==> config.mk <==
export PLATFORM = sky130hd
export DESIGN_NAME = top_level
export DESIGN_NICKNAME = d
export VERILOG_FILES = /design/src/rtl/uart_pkg.sv /design/src/rtl/uart_rx.sv /design/src/rtl/top_level.sv
export SDC_FILE = /design/constraint.sdc
export NUM_CORES = 1
export LEC_CHECK = 0
export ABC_AREA = 0
export ABC_CLOCK_PERIOD_IN_PS = 5000
export CAP_MARGIN = 20
export CORE_UTILIZATION = 35
export CTS_BUF_LIST = sky130_fd_sc_hd__clkbuf_8
export DETAILED_ROUTE_END_ITERATION = 16
export GPL_ROUTABILITY_DRIVEN = 0
export PLACE_DENSITY_LB_ADDON = 0.1
export SYNTH_ARGS = -nofsm -noshare
export SYNTH_HDL_FRONTEND = slang
export SYNTH_SLANG_ARGS = --single-unit
==> constraint.sdc <==
create_clock -name CLOCK_50 -period 5 [get_ports CLOCK_50]
set_input_delay 1.5 -clock CLOCK_50 [delete_from_list [all_inputs] [get_ports CLOCK_50]]
set_output_delay 1.5 -clock CLOCK_50 [all_outputs]
set_load 0.01 [all_outputs]
==> src/rtl/uart_pkg.sv <==
// rtl/uart_pkg.sv - shared UART receiver types, defaults and bit-period derivation
package uart_pkg;

    localparam int CLK_FREQ_DEFAULT = 50_000_000;
    localparam int BAUD_DEFAULT     = 115200;

    typedef enum logic [1:0] {
        RX_IDLE  = 2'd0,
        RX_START = 2'd1,
        RX_DATA  = 2'd2,
        RX_STOP  = 2'd3
    } rx_state_t;

    function automatic int clks_per_bit(input int clk_freq, input int baud);
        return clk_freq / baud;
    endfunction

endpackage

==> src/rtl/uart_rx.sv <==
// rtl/uart_rx.sv - 8N1 serial receiver; expects an already synchronised rx line
module uart_rx
    import uart_pkg::*;
#(
    parameter int CLKS_PER_BIT = 434
) (
    input  logic       clk,
    input  logic       rst_n,
    input  logic       rx,
    output logic [7:0] data,
    output logic       valid,
    output logic       frame_err
);

    localparam int HALF_BIT = CLKS_PER_BIT / 2;
    localparam int CNT_W    = $clog2(CLKS_PER_BIT);

    rx_state_t        state;
    rx_state_t        state_next;
    logic             rx_prev;
    logic [CNT_W-1:0] cnt;
    logic [2:0]       bit_idx;
    logic [7:0]       shift;

    logic tick_half;
    logic tick_full;
    logic cnt_clr;
    logic sample_data;
    logic sample_stop;

    assign tick_half = (cnt == CNT_W'(HALF_BIT - 1));
    assign tick_full = (cnt == CNT_W'(CLKS_PER_BIT - 1));
    assign data      = shift;

    always_ff @(posedge clk or negedge rst_n) begin
        if (!rst_n) begin
            state <= RX_IDLE;
        end else begin
            state <= state_next;
        end
    end

    always_comb begin
        state_next = state;
        case (state)
            RX_IDLE:  if (rx_prev && !rx) state_next = RX_START;
            RX_START: if (tick_half) state_next = rx ? RX_IDLE : RX_DATA;
            RX_DATA:  if (tick_full && bit_idx == 3'd7) state_next = RX_STOP;
            RX_STOP:  if (tick_full) state_next = RX_IDLE;
            default:  state_next = RX_IDLE;
        endcase
    end

    // The counter restarts at every sample point so later samples land mid-bit.
    always_comb begin
        cnt_clr     = 1'b0;
        sample_data = 1'b0;
        sample_stop = 1'b0;
        case (state)
            RX_IDLE:  cnt_clr = 1'b1;
            RX_START: cnt_clr = tick_half;
            RX_DATA: begin
                cnt_clr     = tick_full;
                sample_data = tick_full;
            end
            RX_STOP: begin
                cnt_clr     = tick_full;
                sample_stop = tick_full;
            end
            default:  cnt_clr = 1'b1;
        endcase
    end

    always_ff @(posedge clk or negedge rst_n) begin
        if (!rst_n) begin
            rx_prev   <= 1'b1;
            cnt       <= '0;
            bit_idx   <= 3'd0;
            shift     <= 8'h00;
            valid     <= 1'b0;
            frame_err <= 1'b0;
        end else begin
            rx_prev   <= rx;
            cnt       <= cnt_clr ? '0 : cnt + CNT_W'(1);
            valid     <= sample_stop & rx;
            frame_err <= sample_stop & ~rx;
            if (state == RX_IDLE) begin
                bit_idx <= 3'd0;
            end else if (sample_data) begin
                shift[bit_idx] <= rx;
                bit_idx        <= bit_idx + 3'd1;
            end
        end
    end

endmodule

==> src/rtl/top_level.sv <==
// rtl/top_level.sv - UART byte monitor: input synchronisers, 2-byte LED buffer, sticky flags
module top_level
    import uart_pkg::*;
#(
    parameter int CLK_FREQ = CLK_FREQ_DEFAULT,
    parameter int BAUD     = BAUD_DEFAULT
) (
    input  logic        CLOCK_50,
    input  logic [3:0]  KEY,
    input  logic        GPIO_3,
    input  logic        GPIO_5,
    output logic [17:0] LEDR
);

    localparam int CLKS_PER_BIT = clks_per_bit(CLK_FREQ, BAUD);

    logic       clk;
    logic       rst_n;
    logic       rx_s1, rx_s2;
    logic       clr_s1, clr_s2;
    logic [7:0] rx_data;
    logic       rx_valid;
    logic       rx_frame_err;
    logic       unused_keys;

    assign clk         = CLOCK_50;
    assign rst_n       = KEY[0];
    assign unused_keys = ^KEY[3:1];

    // Both lines idle high, so synchronisers reset high to avoid a false edge.
    always_ff @(posedge clk or negedge rst_n) begin
        if (!rst_n) begin
            rx_s1  <= 1'b1;
            rx_s2  <= 1'b1;
            clr_s1 <= 1'b1;
            clr_s2 <= 1'b1;
        end else begin
            rx_s1  <= GPIO_3;
            rx_s2  <= rx_s1;
            clr_s1 <= GPIO_5;
            clr_s2 <= clr_s1;
        end
    end

    uart_rx #(
        .CLKS_PER_BIT(CLKS_PER_BIT)
    ) u_rx (
        .clk       (clk),
        .rst_n     (rst_n),
        .rx        (rx_s2),
        .data      (rx_data),
        .valid     (rx_valid),
        .frame_err (rx_frame_err)
    );

    always_ff @(posedge clk or negedge rst_n) begin
        if (!rst_n) begin
            LEDR <= 18'h0;
        end else if (!clr_s2) begin
            LEDR <= 18'h0;
        end else begin
            if (rx_valid) begin
                LEDR[15:8] <= LEDR[7:0];
                LEDR[7:0]  <= rx_data;
                LEDR[16]   <= 1'b1;
            end
            if (rx_frame_err) begin
                LEDR[17] <= 1'b1;
            end
        end
    end

endmodule

# [After elaboration in Yosys (flattened, before gate mapping)]
# Index checks and enable logic that the tools add are counted.
# W data, S select, Z words.
[op_classes] add_sub_neg=2 n_lt_le_gt_ge=2 eq_ne=12 mux=18 bitwise=4 reduce_logical=9
[op_table] cell="$mux W18" count=1
[op_table] cell="$mux W17" count=1
[op_table] cell="$ne A2 B1 Y1 const B" count=6
[op_table] cell="$mux W2" count=5
[op_table] cell="$add A9 B1 Y9 const B" count=1
[op_table] cell="$eq A9 B8 Y1 const B" count=1
[op_table] cell="$eq A9 B9 Y1 const B" count=1
[op_table] cell="$mux W9" count=1
[op_table] cell="$bwmux W8" count=1
[op_table] cell="$pmux W2 S4" count=1
[op_table] cell="$mux W3" count=2
[op_table] cell="$eq A2 B2 Y1 const B" count=2
[op_table] cell="$lt A3 B4 Y1 const B" count=1
[op_table] cell="$mux W1" count=4
[op_table] cell="$reduce_and A4 Y1" count=1
[op_table] cell="$add A3 B1 Y3 const B" count=1
[op_table] cell="$demux W1 S3" count=1
[op_table] cell="$eq A3 B3 Y1 const B" count=1
[op_table] cell="$ge A3 B1 Y1 const B" count=1
[op_table] cell="$logic_and A1 B1 Y1" count=3
[op_table] cell="$pmux W1 S3" count=1
[op_table] cell="$and A1 B1 Y1" count=2
[op_table] cell="$eq A2 B1 Y1 const B" count=1
[op_table] cell="$logic_not A2 Y1" count=1
[op_table] cell="other kinds (5)" count=6
[totals] reg_bits=47 out_inout_bits=18 wordCells=60

# [Logic depth before layout (Yosys ltp)]
# Gate-level depths: netlist of the first run.
[depth] ltp_word=5 ltp_mapped=6

# [Hierarchy]
# A second synthesis of the first run with hierarchy kept.
[hier_totals] cells_unflattened=178 hier_area_um2=2208.4
[by_module_without_submodules] module="uart_rx" instances=1 cells_per_inst=119 area_each_um2=1342.5 seq_area_each_um2=626.9
[by_module_without_submodules] module="top_level" instances=1 cells_per_inst=59 area_each_um2=865.8 seq_area_each_um2=555.5

# [Least setup slack after synthesis of the first run]
# Ideal clock, no wire load.
[synth_path] path_kind="flip-flop to output port" from="register LEDR[0]" to="output LEDR[0]" arrival_ps=393 t_required_ps=3500 setup_slack_ps=3107 stages_incl_launch_ff=1 n_path_buf=0 path_cell_list="dfrtp_1"
[synth_lines] item="start: declaration" line_no="top_level.sv:12" text="output logic [17:0] LEDR"
[synth_lines] item="start signal: assignment" line_no="top_level.sv:64" text="LEDR[7:0] <= rx_data;"
# No word-level cell between the ends.

# [Worst setup path in the final report of the first run]
[layout_path] from="register LEDR[1]" to="output LEDR[1]"
# No word-level cell between the ends.

==> flow_summary.ini, run 1 <==
[status]
status = finished clean

[timing]
worst_pin_slew_ns = 0.874
final.setup.tns_ns = 0
hold_viol = 0
setup_viol = 0
drv_slew = 0
max-slew-margin-rel = 0.417
finalCritPeriodShare = 0.549
fin_skew_ns = 0.00769
setup_ws_ns = 2.25
rsz0062_at_grt = false
period_minus_slack_ns = 2.75
fmax_ghz = 0.364

[setup_path]
critPathTopFamily = buffers and inverters
path_class = register to primary output
worst-endpoint-required_ns = 3.50
critPathCaptureType = primary output
crit_slowest_cell = clkdlybuf4s50_1
crit_chain = clkdlybuf4s50_1
worstSetupPathDepth = 1
setup.worst_path.start = LEDR[1]$_DFFE_PN0P_
r2r_start = u_rx.cnt[1]$_DFF_PN0_
ff2ff_path_depth = 5
cpPeakStageDelay_ns = 0.56
arrival_ns = 1.25
crit_fanout = 3
cp_num_buf_inv = 1
start_kind = register

[logic_synthesis]
syn-num-nets = 191
synth-seq-cells = 47
yosysWarningCount = 0
avgSynthCellArea_um2 = 12.1
ys_top_cells_by_area = dfrtp_1 49%, mux2i_1 7.4%, dfstp_2 6.1%, nor2b_1 4.6%, mux2_2 3.7%
synth_edf_count = 0
ys.flop_type = dfrtp_1
synth.most_common_cell = dfrtp_1
synth_area_um2 = 2160
ys_seq_area_frac = 0.548
yosys.area.top_type_share = 0.487
synthTopCellsByCount = 42 x dfrtp_1, 16 x mux2i_1, 16 x nor2b_1
yosysUniqueCellTypes = 41
yosysTopAreaCell = dfrtp_1
async_flop_share = 1.00
netlist_instances = 179

[floorplan]
die_w_um = 80.6
io_pins = 25
initial_core_util = 0.365
rows = 28
core_area_um2 = 5920
die-area_um2 = 6490
die_y_um = 80.6

[grt]
grt_max_degree = 48
grt_pass1_wl_um = 6960
grt_pass1_vias = 1408
grt_overflow = 0
grt_antenna_before_repair = 0
grt_use_total = 0.140

[clocking]
clockRootBuffer = clkbuf_8
cts_hold_buffers = 0
insertion_delay_ns = 0.30
post-cts-setup-buffers = 0
clock-sinks = 47
cts-buffers-inserted = 5
ctsHtreeMaxLevel = 2
clk_path_buf_depth = 2
cts_tree = done
clk_pin_slew_ns = 0.09
cts_resized = 0

[detailed_routing]
route.antenna.remaining_nets = 0
drt-initial-drc-count = 90
post-route-drc-count = 0
dr.pass1.iters = 6
via_per_inst = 5.33
wl_per_cell_um = 14.7
vias = 1470
drt_wl_total_um = 4060

[place]
numPortBuffers = 21
placed_cell_area_um2 = 2430
dp_hpwl_um = 2680
dp_slack_ns = 2.57

[finish]
synthToLayoutAreaGrowth_pct = 18.6
final_nets = 212
fill_cells = 543
antenna_cells = 0
multi_input_area_um2 = 921
design_area_um2 = 2560
final_layout_size_suffix_gt1_frac = 0.124
area.sequential_um2 = 1180

[job]
cap_violations = 0

[power_and_ir_drop]
peakVddDrop_mv = 0.191
power_uw = 810
power.density_nw_per_um2 = 316
p_leak_uw = 0.00106

[worst_hold_path]
hold_start = clr_s1$_DFF_PN1_
hold_depth = 0
hold_path.class = register to register
-- sequential cells by signal, summed over array words and instances, names as in the netlist, named ones only --
| register | cells |
|---|---|
| rx_s2 | 1 |
| u_rx.cnt | 9 |
| clr_s1 | 1 |
| u_rx.frame_err | 1 |
| rx_s1 | 1 |
| u_rx.rx_prev | 1 |
| u_rx.valid | 1 |
| u_rx.state | 1 |
| LEDR | 18 |
| u_rx.bit_idx | 3 |
| clr_s2 | 1 |
| u_rx.data | 8 |
-- final cells by class --
cell class              count  area share
flip-flops and latches     47       0.462
multi-input cells         118       0.360
repair buffers             23      0.0909
well taps                  75      0.0366
clock buffers               5      0.0269
clock inverters             3      0.0171
inverters                   5     0.00733
-- logic make-up after synthesis --
family / synth area share
AO/OA/AOI/OAI: 0.0956
adder cells (fa/ha/maj): 0.0290
buffers and inverters: 0.0261
AND/OR/NAND/NOR: 0.179
flip-flops: 0.548
multiplexers: 0.111
XOR/XNOR: 0.0122
-- placed cells by master (no fill, tap or decap), types with 2 or more instances in the layout --
cell and count:
nor4bb_1 3, dfstp_2 5, nand4b_1 2, or4_1 4
mux2i_1 16, dfrtp_1 42, o21ai_0 2, clkdlybuf4s50_1 20
nand2_1 12, nand3_1 4, o21a_1 2, clkbuf_8 5
inv_1 5, a31oi_1 2, o211ai_1 4, ha_1 5
xor2_1 2, o31ai_1 3, nor2b_1 16, nand4_1 6
mux2_2 7, a22oi_1 4, or3_1 2, a21oi_1 4
nor4b_1 2, and4_1 2
-- where the power goes --
group / leakage, uW / switching [uW] / internal (uW) / total, uW
clock: 0.0000581 / 128 / 149 / 277
sequential: 0.000629 / 37.7 / 404 / 442
combinational: 0.000372 / 45.4 / 45.3 / 90.7
-- final timing paths --
check / slack, ns / to
worst min-delay path: 0.36 / clr_s2$_DFF_PN1_
worst max register to register: 3.08 / u_rx.cnt[5]$_DFF_PN0_
worst max-delay path: 2.25 / LEDR[1]
min in group asynchronous: 1.14 / LEDR[13]$_DFFE_PN0P_
worst min register to register: 0.36 / clr_s2$_DFF_PN1_
max in group asynchronous: 3.27 / rx_s1$_DFF_PN1_
-- through the flow --
step                      hold slack, ns  cells   util
after global placement             0.345    267  0.410
after detailed placement           0.348    267  0.410
after floorplan                    0.345    179      -
final                              0.361    276  0.433
after CTS                          0.361    275  0.429
after global routing               0.367    276  0.433
-- routing by layer --
metal / routed length [um] / GRT usage
met5: 0 / 0
met1: 1950 / 0.193
met3: 122 / 0.0386
met2: 1970 / 0.213
met4: 21 / 0.0429
No activity file was read; power rests on OpenSTA's default activity.
==> inputs of run 2 (changes only) <==
- ABC_CLOCK_PERIOD_IN_PS: 5000 -> 2800
- clock period: 5 -> 2.8 ns (I/O delays scaled with it)
==> run 2 against run 1 <==
  * Global-route usage increased by 0.30 points
  * Flip-flop and latch count unchanged
  * Combinational power up 80%
  * Worst hold slack lost 0.0085 ns
  * Worst setup slack worse by 1.5 ns
  * Clock power increased by 48%
  * Total power is 68% higher
  * Critical path depth did not move
  * Cell count up 0.36%
  * Critical path type unchanged
  * Largest power group unchanged
  * Highest routed layer unchanged
==> flow_summary.ini, run 2 (same netlist as run 1, synthesis figures left out) <==
[status]
status = finished clean

[setup_path]
crit_slowest_cell = clkdlybuf4s50_1
critPathTopFamily = buffers and inverters
cp_num_buf_inv = 1
critPathCaptureType = primary output
cpPeakStageDelay_ns = 0.55
arrival_ns = 1.25
crit_chain = clkdlybuf4s50_1
crit_fanout = 3
start_kind = register
path_class = register to primary output
worst-endpoint-required_ns = 1.96

[timing]
worst_pin_slew_ns = 0.898
setup_viol = 0
max-slew-margin-rel = 0.401
rsz0062_at_grt = false
final.setup.tns_ns = 0
period_minus_slack_ns = 2.09
drv_slew = 0
fmax_ghz = 0.479
finalCritPeriodShare = 0.745
fin_skew_ns = 0.0138
hold_viol = 0

[detailed_routing]
drt_wl_total_um = 4050
wl_per_cell_um = 14.6
vias = 1472
dr.pass1.iters = 4
drt-initial-drc-count = 117
via_per_inst = 5.31
post-route-drc-count = 0
route.antenna.remaining_nets = 0

[floorplan]
rows = 28
die_y_um = 80.6
core_area_um2 = 5920
die-area_um2 = 6490
die_w_um = 80.6
initial_core_util = 0.365
io_pins = 25

[grt]
grt_use_total = 0.143
grt_max_degree = 20
grt_pass1_wl_um = 7130
grt_pass1_vias = 1454
grt_antenna_before_repair = 0
grt_overflow = 0

[clocking]
cts_tree = done
clk_path_buf_depth = 2
clock-sinks = 47
insertion_delay_ns = 0.30
clk_pin_slew_ns = 0.09
ctsHtreeMaxLevel = 2
cts_hold_buffers = 0
post-cts-setup-buffers = 0
cts-buffers-inserted = 5
cts_resized = 0
clockRootBuffer = clkbuf_8

[finish]
antenna_cells = 0
final_layout_size_suffix_gt1_frac = 0.124
mostFrequentLayoutCells = 42 x dfrtp_1, 20 x clkdlybuf4s50_1, 16 x mux2i_1, 16 x nor2b_1, 12 x nand2_1
regMostFlops = LEDR
largest_reg_flops = 18
mostFrequentLayoutCell = dfrtp_1
fill_cells = 544
final_nets = 213
design_area_um2 = 2530
synthToLayoutAreaGrowth_pct = 17.3

[place]
dp_hpwl_um = 2750
placed_cell_area_um2 = 2440
numPortBuffers = 21

[power_and_ir_drop]
p_leak_uw = 0.00105
peakVddDrop_mv = 0.282
power.density_nw_per_um2 = 538
power_uw = 1360

[job]
cap_violations = 0

[worst_hold_path]
hold_path.class = register to register
## run 2: cell types whose count changed in the layout (fill, tap and decap cells not counted), sizes merged
cell      change
clkinv        -2
inv           +2
buf           +1
bufinv        -1
clkinvlp      +1
## run 2: where the power goes
group	internal (uW)	switching, uW
Combinational	81.0	81.9
Clock	176	235
Sequential	722	66.5
Total	979	384
## run 2: layout make-up
cell class | count | area, um^2 | area share
Sequential cell | 47 | 1180 | 0.467
Multi-Input combinational cell | 118 | 921 | 0.364
Timing Repair Buffer | 24 | 228 | 0.0899
Tap cell | 75 | 93.8 | 0.0371
Clock buffer | 5 | 68.8 | 0.0272
Clock inverter | 3 | 20.0 | 0.00791
Inverter | 5 | 18.8 | 0.00741
## run 2: final timing paths
kind,from,to,slack [ns],depth (start not counted)
min in group asynchronous,KEY[0],LEDR[16]$_DFFE_PN0P_,0.39,1
hold / removal,rx_s1$_DFF_PN1_,rx_s2$_DFF_PN1_,0.35,0
setup / recovery,LEDR[3]$_DFFE_PN0P_,LEDR[3],0.71,1
max in group asynchronous,KEY[0],rx_s1$_DFF_PN1_,1.81,2
setup reg to reg,u_rx.cnt[1]$_DFF_PN0_,u_rx.cnt[8]$_DFF_PN0_,0.86,5
hold reg to reg,rx_s1$_DFF_PN1_,rx_s2$_DFF_PN1_,0.35,0
## run 2: routing by layer
layer	up-vias	wire length (um)	GRT usage
met1	722	1990	0.198
met5	-	0	0
met4	0	48	0.0464
met2	43	1840	0.218
li1	701	-	-
met3	6	169	0.0375
## run 2: per-stage QoR
stage | worst slack (ns) | utilization | cells | hold WS [ns]
floorplan | 1.11 | - | 179 | 0.345
global placement | 0.953 | 0.413 | 269 | 0.346
detailed placement | 0.888 | 0.413 | 269 | 0.347
CTS | 0.699 | 0.428 | 277 | 0.350
global route | 0.662 | 0.428 | 277 | 0.358
finish | 0.714 | 0.428 | 277 | 0.352
